===== src/rtl/dma_stream_writer_pkg.sv =====
// garuda_dma_pkg: shared types and constants for the DMA stream writer.
//   - dma_state_e : writer FSM states
//   - dma_desc_t  : transfer descriptor (dst, len, stride)
//   - REGION_BASE/REGION_LIMIT : buffer address map regions, also used by
//     the buffer controller decode (index 0 weight, 1 act ping, 2 act pong,
//     3 acc)
package garuda_dma_pkg;

  typedef enum logic [2:0] {
    S_IDLE,
    S_RUN,
    S_ABORT,
    S_DONE,
    S_ERR
  } dma_state_e;

  localparam int DMA_ADDR_W   = 32;
  localparam int DMA_LEN_W    = 16;
  localparam int DMA_STRIDE_W = 16;

  typedef struct packed {
    logic [DMA_ADDR_W-1:0]   dst;
    logic [DMA_LEN_W-1:0]    len;
    logic [DMA_STRIDE_W-1:0] stride;
  } dma_desc_t;

  localparam int NUM_REGIONS = 4;
  localparam logic [NUM_REGIONS-1:0][31:0] REGION_BASE =
    {32'h0004_0000, 32'h0003_0000, 32'h0002_0000, 32'h0000_0000};
  localparam logic [NUM_REGIONS-1:0][31:0] REGION_LIMIT =
    {32'h0004_7FFF, 32'h0003_FFFF, 32'h0002_FFFF, 32'h0001_FFFF};

endpackage


===== src/rtl/dma_stream_writer_if.sv =====
// dma_stream_writer_if: descriptor, source-stream and DMA-write handshakes.
//   desc_*    : descriptor offer/accept with dst, len, stride
//   src_*     : 32-bit input data stream (valid/ready)
//   dma_wr_*  : write beats into the buffer address map (valid/ready)
// Modports: master = the writer, slave = its environment.
interface dma_stream_writer_if #(
  parameter int DATA_WIDTH   = 32,
  parameter int ADDR_WIDTH   = 32,
  parameter int LEN_WIDTH    = 16,
  parameter int STRIDE_WIDTH = 16
) ();
  logic                    desc_valid_i;
  logic                    desc_ready_o;
  logic [ADDR_WIDTH-1:0]   desc_dst_addr_i;
  logic [LEN_WIDTH-1:0]    desc_len_i;
  logic [STRIDE_WIDTH-1:0] desc_stride_i;

  logic                    src_valid_i;
  logic [DATA_WIDTH-1:0]   src_data_i;
  logic                    src_ready_o;

  logic                    dma_wr_valid_o;
  logic [ADDR_WIDTH-1:0]   dma_wr_addr_o;
  logic [DATA_WIDTH-1:0]   dma_wr_data_o;
  logic                    dma_wr_ready_i;

  modport master (
    input  desc_valid_i, desc_dst_addr_i, desc_len_i, desc_stride_i,
    output desc_ready_o,
    input  src_valid_i, src_data_i,
    output src_ready_o,
    output dma_wr_valid_o, dma_wr_addr_o, dma_wr_data_o,
    input  dma_wr_ready_i
  );

  modport slave (
    output desc_valid_i, desc_dst_addr_i, desc_len_i, desc_stride_i,
    input  desc_ready_o,
    output src_valid_i, src_data_i,
    input  src_ready_o,
    input  dma_wr_valid_o, dma_wr_addr_o, dma_wr_data_o,
    output dma_wr_ready_i
  );
endinterface


===== src/rtl/dma_sync_fifo.sv =====
// dma_sync_fifo: small synchronous FIFO, non-fall-through (a pushed entry
// becomes visible at the head on the following cycle).
//   clk_i, rst_ni : clock, synchronous active-low reset
//   flush_i       : synchronous empty
//   push_i/wdata_i, pop_i/rdata_o : write / read ports (ignored when full /
//                   empty respectively)
//   full_o, empty_o : status
module dma_sync_fifo
  import garuda_dma_pkg::*;
#(
  parameter int WIDTH = 32,
  parameter int DEPTH = 4
) (
  input  logic             clk_i,
  input  logic             rst_ni,
  input  logic             flush_i,
  input  logic             push_i,
  input  logic [WIDTH-1:0] wdata_i,
  input  logic             pop_i,
  output logic [WIDTH-1:0] rdata_o,
  output logic             full_o,
  output logic             empty_o
);
  localparam int PW = $clog2(DEPTH);

  logic [WIDTH-1:0] r_mem [DEPTH];
  logic [PW-1:0]    r_wptr, r_rptr;
  logic [PW:0]      r_count;
  logic             w_push, w_pop;

  assign full_o  = (r_count == (PW+1)'(DEPTH));
  assign empty_o = (r_count == '0);
  assign rdata_o = r_mem[r_rptr];
  assign w_push  = push_i && !full_o;
  assign w_pop   = pop_i && !empty_o;

  always_ff @(posedge clk_i) begin
    if (w_push) r_mem[r_wptr] <= wdata_i;
  end

  // Pointers wrap naturally since DEPTH is a power of two.
  always_ff @(posedge clk_i) begin
    if (!rst_ni || flush_i) begin
      r_wptr  <= '0;
      r_rptr  <= '0;
      r_count <= '0;
    end else begin
      if (w_push) r_wptr <= r_wptr + 1'b1;
      if (w_pop)  r_rptr <= r_rptr + 1'b1;
      case ({w_push, w_pop})
        2'b10:   r_count <= r_count + 1'b1;
        2'b01:   r_count <= r_count - 1'b1;
        default: r_count <= r_count;
      endcase
    end
  end
endmodule


===== src/rtl/dma_stream_writer.sv =====
// dma_stream_writer: accepts one descriptor (dst, len, stride) at a time,
// buffers the source stream in a small FIFO and issues address-incrementing
// DMA write beats.
//   clk_i, rst_ni   : clock, synchronous active-low reset
//   bus (master)    : descriptor, source stream and DMA write handshakes
//   abort_i         : abort the running transfer
//   busy_o          : FSM not idle
//   done_o          : one-cycle pulse at end of transfer (normal/abort/error)
//   err_o           : sticky error, cleared on next descriptor accept
//   words_left_o    : write beats not yet handshaken
// Optional: define DMA_REGION_CHECK_EN to reject descriptors whose first and
// last address do not fall inside one buffer region.
module dma_stream_writer
  import garuda_dma_pkg::*;
#(
  parameter int DATA_WIDTH   = 32,
  parameter int ADDR_WIDTH   = 32,
  parameter int LEN_WIDTH    = 16,
  parameter int STRIDE_WIDTH = 16,
  parameter int FIFO_DEPTH   = 4
) (
  input  logic                 clk_i,
  input  logic                 rst_ni,
  dma_stream_writer_if.master  bus,
  input  logic                 abort_i,
  output logic                 busy_o,
  output logic                 done_o,
  output logic                 err_o,
  output logic [LEN_WIDTH-1:0] words_left_o
);
  dma_state_e              r_state;
  logic [ADDR_WIDTH-1:0]   r_cur_addr, r_wr_addr;
  logic [LEN_WIDTH-1:0]    r_beats_in, r_beats_out;
  logic [STRIDE_WIDTH-1:0] r_stride;
  logic [DATA_WIDTH-1:0]   r_wr_data;
  logic                    r_wr_valid, r_desc_ready, r_done, r_err;

  logic                    w_desc_hs, w_src_ready, w_src_hs, w_wr_hs, w_last_hs;
  logic                    w_abort, w_load, w_flush, w_region_ok;
  logic                    w_fifo_full, w_fifo_empty;
  logic [DATA_WIDTH-1:0]   w_fifo_rdata;

`ifdef DMA_REGION_CHECK_EN
  // Wide enough that dst + (len-1)*stride cannot wrap; the extra top bit
  // flags overflow anyway so any wrap is treated as out of region.
  localparam int WW = ADDR_WIDTH + LEN_WIDTH + STRIDE_WIDTH + 1;
  logic [WW-1:0]          w_dst_wide, w_end_wide;
  logic [NUM_REGIONS-1:0] w_dst_hit, w_end_hit;

  assign w_dst_wide = WW'(bus.desc_dst_addr_i);
  assign w_end_wide = w_dst_wide
                    + WW'(bus.desc_len_i - LEN_WIDTH'(1)) * WW'(bus.desc_stride_i);

  always_comb begin
    w_dst_hit = '0;
    w_end_hit = '0;
    for (int r = 0; r < NUM_REGIONS; r++) begin
      w_dst_hit[r] = (w_dst_wide >= WW'(REGION_BASE[r])) && (w_dst_wide <= WW'(REGION_LIMIT[r]));
      w_end_hit[r] = (w_end_wide >= WW'(REGION_BASE[r])) && (w_end_wide <= WW'(REGION_LIMIT[r]));
    end
  end

  // Regions are disjoint, so a common set bit means both ends share one.
  assign w_region_ok = !w_end_wide[WW-1] && |(w_dst_hit & w_end_hit);
`else
  assign w_region_ok = 1'b1;
`endif

  assign w_desc_hs   = r_desc_ready && bus.desc_valid_i;
  // Never over-consume: stop once len beats have been taken from the source.
  assign w_src_ready = (r_state == S_RUN) && !abort_i && !w_fifo_full && (r_beats_in != '0);
  assign w_src_hs    = w_src_ready && bus.src_valid_i;
  assign w_wr_hs     = r_wr_valid && bus.dma_wr_ready_i;
  assign w_last_hs   = w_wr_hs && (r_beats_out == LEN_WIDTH'(1));
  // An abort landing on the final handshake is just a normal completion.
  assign w_abort     = (r_state == S_RUN) && abort_i && !w_last_hs;
  assign w_load      = (r_state == S_RUN) && !abort_i && !w_fifo_empty
                    && (!r_wr_valid || bus.dma_wr_ready_i);
  assign w_flush     = w_abort || (r_state == S_ABORT);

  dma_sync_fifo #(.WIDTH(DATA_WIDTH), .DEPTH(FIFO_DEPTH)) u_fifo (
    .clk_i   (clk_i),
    .rst_ni  (rst_ni),
    .flush_i (w_flush),
    .push_i  (w_src_hs),
    .wdata_i (bus.src_data_i),
    .pop_i   (w_load),
    .rdata_o (w_fifo_rdata),
    .full_o  (w_fifo_full),
    .empty_o (w_fifo_empty)
  );

  always_ff @(posedge clk_i) begin
    if (!rst_ni) begin
      r_state      <= S_IDLE;
      r_cur_addr   <= '0;
      r_wr_addr    <= '0;
      r_beats_in   <= '0;
      r_beats_out  <= '0;
      r_stride     <= '0;
      r_wr_data    <= '0;
      r_wr_valid   <= 1'b0;
      r_desc_ready <= 1'b0;
      r_done       <= 1'b0;
      r_err        <= 1'b0;
    end else begin
      r_done <= 1'b0;

      if (w_src_hs) r_beats_in  <= r_beats_in - 1'b1;
      if (w_wr_hs)  r_beats_out <= r_beats_out - 1'b1;

      // Output register holds addr/data stable until its handshake.
      if (w_load) begin
        r_wr_valid <= 1'b1;
        r_wr_addr  <= r_cur_addr;
        r_wr_data  <= w_fifo_rdata;
        r_cur_addr <= r_cur_addr + ADDR_WIDTH'(r_stride);
      end else if (w_wr_hs) begin
        r_wr_valid <= 1'b0;
      end

      case (r_state)
        S_IDLE: begin
          r_desc_ready <= !w_desc_hs;
          if (w_desc_hs) begin
            r_cur_addr  <= bus.desc_dst_addr_i;
            r_beats_in  <= bus.desc_len_i;
            r_beats_out <= bus.desc_len_i;
            r_stride    <= bus.desc_stride_i;
            if (bus.desc_len_i == '0 || !w_region_ok) begin
              r_state <= S_ERR;
              r_err   <= 1'b1;
              r_done  <= 1'b1;
            end else begin
              r_state <= S_RUN;
              r_err   <= 1'b0;
            end
          end
        end
        S_RUN: begin
          if (w_last_hs) begin
            r_state <= S_DONE;
            r_done  <= 1'b1;
          end else if (w_abort) begin
            r_state <= S_ABORT;
          end
        end
        S_ABORT: begin
          // Let the presented beat finish, then report.
          if (!r_wr_valid || bus.dma_wr_ready_i) begin
            r_state <= S_DONE;
            r_done  <= 1'b1;
            r_err   <= 1'b1;
          end
        end
        S_DONE, S_ERR: begin
          r_state      <= S_IDLE;
          r_desc_ready <= 1'b1;
        end
        default: r_state <= S_IDLE;
      endcase
    end
  end

  assign bus.desc_ready_o   = r_desc_ready;
  assign bus.src_ready_o    = w_src_ready;
  assign bus.dma_wr_valid_o = r_wr_valid;
  assign bus.dma_wr_addr_o  = r_wr_addr;
  assign bus.dma_wr_data_o  = r_wr_data;
  assign busy_o             = (r_state != S_IDLE);
  assign done_o             = r_done;
  assign err_o              = r_err;
  assign words_left_o       = r_beats_out;
endmodule


===== src/flat_wrapper.sv =====
// flat-port wrapper written by rule: the top's interface ports become plain ports
module dma_stream_writer_flat import garuda_dma_pkg::*;
#(
  parameter int DATA_WIDTH   = 32,
  parameter int ADDR_WIDTH   = 32,
  parameter int LEN_WIDTH    = 16,
  parameter int STRIDE_WIDTH = 16,
  parameter int FIFO_DEPTH   = 4
)
  (clk_i, rst_ni, abort_i, busy_o, done_o, err_o, words_left_o, bus_desc_valid_i, bus_desc_dst_addr_i, bus_desc_len_i, bus_desc_stride_i, bus_desc_ready_o, bus_src_valid_i, bus_src_data_i, bus_src_ready_o, bus_dma_wr_valid_o, bus_dma_wr_addr_o, bus_dma_wr_data_o, bus_dma_wr_ready_i);
  dma_stream_writer_if #(.DATA_WIDTH(DATA_WIDTH), .ADDR_WIDTH(ADDR_WIDTH), .LEN_WIDTH(LEN_WIDTH), .STRIDE_WIDTH(STRIDE_WIDTH)) bus_i ();
  input  logic clk_i;
  input  logic rst_ni;
  input  logic abort_i;
  output logic busy_o;
  output logic done_o;
  output logic err_o;
  output logic [LEN_WIDTH-1:0] words_left_o;
  input wire logic [$bits(bus_i.desc_valid_i)-1:0] bus_desc_valid_i;
  input wire logic [$bits(bus_i.desc_dst_addr_i)-1:0] bus_desc_dst_addr_i;
  input wire logic [$bits(bus_i.desc_len_i)-1:0] bus_desc_len_i;
  input wire logic [$bits(bus_i.desc_stride_i)-1:0] bus_desc_stride_i;
  output wire logic [$bits(bus_i.desc_ready_o)-1:0] bus_desc_ready_o;
  input wire logic [$bits(bus_i.src_valid_i)-1:0] bus_src_valid_i;
  input wire logic [$bits(bus_i.src_data_i)-1:0] bus_src_data_i;
  output wire logic [$bits(bus_i.src_ready_o)-1:0] bus_src_ready_o;
  output wire logic [$bits(bus_i.dma_wr_valid_o)-1:0] bus_dma_wr_valid_o;
  output wire logic [$bits(bus_i.dma_wr_addr_o)-1:0] bus_dma_wr_addr_o;
  output wire logic [$bits(bus_i.dma_wr_data_o)-1:0] bus_dma_wr_data_o;
  input wire logic [$bits(bus_i.dma_wr_ready_i)-1:0] bus_dma_wr_ready_i;
  assign bus_i.desc_valid_i = bus_desc_valid_i;
  assign bus_i.desc_dst_addr_i = bus_desc_dst_addr_i;
  assign bus_i.desc_len_i = bus_desc_len_i;
  assign bus_i.desc_stride_i = bus_desc_stride_i;
  assign bus_desc_ready_o = bus_i.desc_ready_o;
  assign bus_i.src_valid_i = bus_src_valid_i;
  assign bus_i.src_data_i = bus_src_data_i;
  assign bus_src_ready_o = bus_i.src_ready_o;
  assign bus_dma_wr_valid_o = bus_i.dma_wr_valid_o;
  assign bus_dma_wr_addr_o = bus_i.dma_wr_addr_o;
  assign bus_dma_wr_data_o = bus_i.dma_wr_data_o;
  assign bus_i.dma_wr_ready_i = bus_dma_wr_ready_i;
  dma_stream_writer #(.DATA_WIDTH(DATA_WIDTH), .ADDR_WIDTH(ADDR_WIDTH), .LEN_WIDTH(LEN_WIDTH), .STRIDE_WIDTH(STRIDE_WIDTH), .FIFO_DEPTH(FIFO_DEPTH)) u_core (.clk_i(clk_i), .rst_ni(rst_ni), .bus(bus_i), .abort_i(abort_i), .busy_o(busy_o), .done_o(done_o), .err_o(err_o), .words_left_o(words_left_o));
endmodule

===== config.mk =====
export PLATFORM = sky130hd
export DESIGN_NAME = dma_stream_writer_flat
export DESIGN_NICKNAME = d
export VERILOG_FILES = /design/src/rtl/dma_stream_writer_pkg.sv /design/src/rtl/dma_stream_writer_if.sv /design/src/rtl/dma_sync_fifo.sv /design/src/rtl/dma_stream_writer.sv /design/src/flat_wrapper.sv
export SDC_FILE = /design/constraint.sdc
export NUM_CORES = 1
export LEC_CHECK = 0
export ABC_AREA = 0
export CAP_MARGIN = 20
export CORE_ASPECT_RATIO = 2
export CORE_MARGIN = 2
export CORE_UTILIZATION = 32
export CTS_BUF_LIST = sky130_fd_sc_hd__clkbuf_8
export DETAILED_ROUTE_END_ITERATION = 10
export HOLD_SLACK_MARGIN = 0.06
export PLACE_DENSITY = 0.55
export REMOVE_ABC_BUFFERS = 1
export SYNTH_ARGS = -nofsm -noshare
export SYNTH_HDL_FRONTEND = slang
export SYNTH_SLANG_ARGS = --single-unit

===== constraint.sdc =====
create_clock -name clk_i -period 4.7 [get_ports clk_i]
set_input_delay 0.94 -clock clk_i [delete_from_list [all_inputs] [get_ports clk_i]]
set_output_delay 0.94 -clock clk_i [all_outputs]
set_load 0.005 [all_outputs]

==> summary by stage <==
GRT
The first global-routing pass estimated 56.5 mm of wire. The number of antenna violations at the first check in global routing was 3. The number of global-route vias before repair is 10183. The total congestion overflow is 0. The maximum number of pins on one net before global-route repair is 90. In the global route stage, overall resource usage came out at 0.179.

Hold path
The instance count along the most critical hold path is 2. For hold timing, the worst endpoint is u_core.bus.dma_wr_addr_o[9]. The tightest min-delay check is of the reg -> reg type. The startpoint identified for the worst hold timing path is u_core.bus.dma_wr_addr_o[9].

Outcome
The run finished with clean final reports.

Clock network
The library cell used as clock root buffer is clkbuf_8. The latest clock arrival within the worst-skew pair is a little under 0.6 ns. Once the clock tree was built, the setup fixing pass inserted 0 buffers. Clock tree synthesis inserted a total of between 40 and 50 buffers. For this design, the sink count on the clock tree is approximately 290. The quantity of gates resized following cts is 0. TritonCTS built the clock tree. The maximum clock path buffer count is 3. The count of hold buffers inserted by post-cts repair is 0. After clock tree synthesis, the clock-pin slew on the worst setup and hold paths is approximately 0.060 ns. The count of H-tree levels built during CTS is 2.

STA
The count of endpoints failing hold in the final timing report is 0. The count of endpoints failing setup in the final report is 0. The fraction of the cycle the final worst path needs is 0.837.

After layout, the minimum clock period comes to slightly below 4 ns. The top achievable clock speed is 0.254 GHz. Setup repair after global routing left no endpoint under its margin. The worst-case headroom to the max-slew limit is 0.324. At the pin with the least slew margin, the transition time is approximately 1.0 ns. The worst-case hold slack is around 0.45 ns. The final count of pins violating max slew was 0.

For the final database, setup skew stands at 0.0152 ns.

Power
For this design the static power due to leakage is roughly 5.3 nW. Dividing total power by cell area gives a power density of around 360 mW/mm². IR analysis of the VDD net gives a maximum drop of roughly 0.00025 V. After layout, the design draws a total of 0.00572 W.

Drt
After detailed routing, the number of remaining DRC violations is 0. The overall via count from detail_route is between 9000 and 10000. The number of iterations in the first detailed-routing pass is 5.

The count of routing violations after the opening detailed-route iteration is between 300 and 400. The number of nets with antenna violations after detailed routing is 0. The total wire length after detailed routing is about 37 mm. The final routed wire length divided by cell count is around 19 µm.

The mean number of vias per cell is 5.06.

Placement
The total of buffers placed on input and output ports is 187. The cell area reported after detailed placement is roughly 0.015 mm². The half-perimeter wire length of the detailed placement result is between 20 and 30 mm. The global placer's final weighted congestion is ~0.82.

Worst setup path
STA puts the critical path data arrival time at 3.00 ns. The length in cells of the worst reg-to-reg path is 8. The reg2reg setup slack is roughly 1.6 ns. In this run the critical register-to-register path is captured at u_core.r_cur_addr[20]. The worst-path maximum fanout is 7. The worst setup path is of the in -> out kind. The type of element capturing the critical path is a primary output. The critical path startpoint category is an input pin. The startpoint identified for the worst register-to-register timing path is u_core.r_cur_addr[0]. Data on the critical path is required at its endpoint by approximately 3.8 ns.

Finish
With fillers left out, the area of the finished cells amounts to around 0.016 mm². The fill cell total of the finished layout is between 3000 and 4000. The fraction of layout cells with a size suffix above 1 is 0.107.

The final net count is approximately 1500. Compared with the post-synthesis result, the final layout area differs by 27.1%.

Synthesis
A synthesized cell averages ~11 µm². For this run, the register share of the synthesized area comes to 0.561. The count of different cell masters after synthesis is about 70. The top cell type's share of synthesized area is 0.308.

The synthesized netlist occupies a cell area of roughly 0.012 mm². In the synthesized netlist the dominant register cell turns out to be dfxtp_1. The total of warnings raised by yosys is 0. After synthesis, the most frequently instantiated cells are nand2_1, dfxtp_1, a21oi_1. Summed over all instances, the cell type with the most area after synthesis is edfxtp_1. By area the synthesized netlist is led by edfxtp_1, dfxtp_1, nand2_1. For this run, asynchronously set or reset flops after synthesis account for 0. The number of synthesized flops with an enable pin is roughly 130. The synthesized instance count is between 1000 and 1500. Yosys instantiated no cell more often than nand2_1. The number of synthesized register bits is roughly 290.

Floorplanning
In this run the count of I/O pins placed on the die edge is 188. The die is 144 µm wide. The initial utilization of the core area, before any placement, comes to 0.324. The die footprint is 0.0407 mm².

The number of standard-cell rows in the floorplan is around 100. The core region is around 0.039 mm². The floorplan step set the die height to about 280 µm.

Run
Max-cap violations in this run came to 0.
[metal layers]
metal,global-route usage,vias up,wire [µm]
li1,-,4673,-
met1,0.182,4742,13400
met2,0.353,215,20700
met3,0.0299,70,1560
met4,0.0647,4,1080
met5,0,-,17
[critical path, stage by stage]
cell and delay (ns):
clkdlybuf4s50_1 0.42, or4b_1 0.60, a21o_4 0.27, a21oi_1 0.16
clkdlybuf4s50_1 0.61
[cell type report]
class	instances	area, µm²	area share
diodes	1	2.50	0.000158
clock buffers	56	771	0.0486
inverters	15	58.8	0.00371
flip-flops and latches	286	7010	0.442
repair buffers	209	2040	0.129
multi-input cells	803	5140	0.324
clock inverters	26	179	0.0113
well taps	520	651	0.0410
[power by group]
| part | switching [W] | leakage, nW | internal [W] | total, W |
|---|---|---|---|---|
| logic | 0.000371 | 2.33 | 0.000321 | 0.000691 |
| registers | 0.0000944 | 2.43 | 0.00270 | 0.00279 |
| clock network | 0.00105 | 0.516 | 0.00120 | 0.00224 |
| total | 0.00151 | 5.28 | 0.00421 | 0.00572 |
[sequential cells by signal, indices dropped and copies added (netlist names)]
name / cells
u_core.u_fifo.r_mem: 128
u_core.bus.dma_wr_addr_o: 32
u_core.bus.dma_wr_data_o: 32
u_core.r_cur_addr: 32
u_core.r_beats_in: 16
u_core.r_stride: 16
u_core.words_left_o: 16
u_core.r_state: 3
u_core.u_fifo.r_count: 3
u_core.u_fifo.r_rptr: 2
u_core.u_fifo.r_wptr: 2
u_core.bus.desc_ready_o: 1
u_core.bus.dma_wr_valid_o: 1
u_core.done_o: 1
u_core.err_o: 1
[worst max-delay path by stage]
stage                     startpoint                          to  slack [ns]  depth (start not counted)
final                        abort_i             bus_src_ready_o        0.76                          5
after global routing         abort_i             bus_src_ready_o        0.68                          5
after CTS                    abort_i             bus_src_ready_o        0.76                          5
after detailed placement     abort_i  u_core.u_fifo.r_mem[1][24]        0.61                          6
after global placement       abort_i    u_core.u_fifo.r_count[2]        0.75                         12
after floorplan              abort_i    u_core.u_fifo.r_count[2]       -1.16                         11
[metrics by stage]
step	util	cells	TNS (ns)	setup slack [ns]
after floorplan	-	1104	-29.70	-1.16
after global placement	0.387	1833	0	0.753
after detailed placement	0.387	1833	0	0.615
after CTS	0.411	1915	0	0.759
after global routing	0.411	1916	0	0.684
final	0.411	1916	0	0.764
[layout by cell type (no fill, tap or decap), types with 4 or more instances in the layout]
master and count:
nand2_1 210, clkdlybuf4s50_1 186, dfxtp_1 156, a21oi_1 155
edfxtp_1 128, clkbuf_8 56, nor2_1 48, o21ai_0 45
mux4_2 32, nand3_1 29, xnor2_1 26, ha_1 25
nor3_1 23, buf_4 21, inv_1 20, xor2_1 16
and3_1 16, a211oi_1 14, nand2b_1 13, nand4_1 12
nor4_1 11, clkinv_2 9, or3_1 9, a311oi_1 9
o211ai_1 8, a21o_1 8, and2_1 7, a41oi_1 6
clkinv_1 6, mux2i_1 5, a31oi_1 5, or2_2 4
and2_2 4, and4_1 4, o2111ai_1 4
[cell families after synthesis]
family,Yosys count,synth area share
simple gates,414,0.156
buf+inv,87,0.0282
compound gates,282,0.135
mux,38,0.0627
flops,286,0.561
xor+xnor,42,0.0295
fa+ha+maj,27,0.0283
Note: power is estimated with default switching activity, not from simulation.
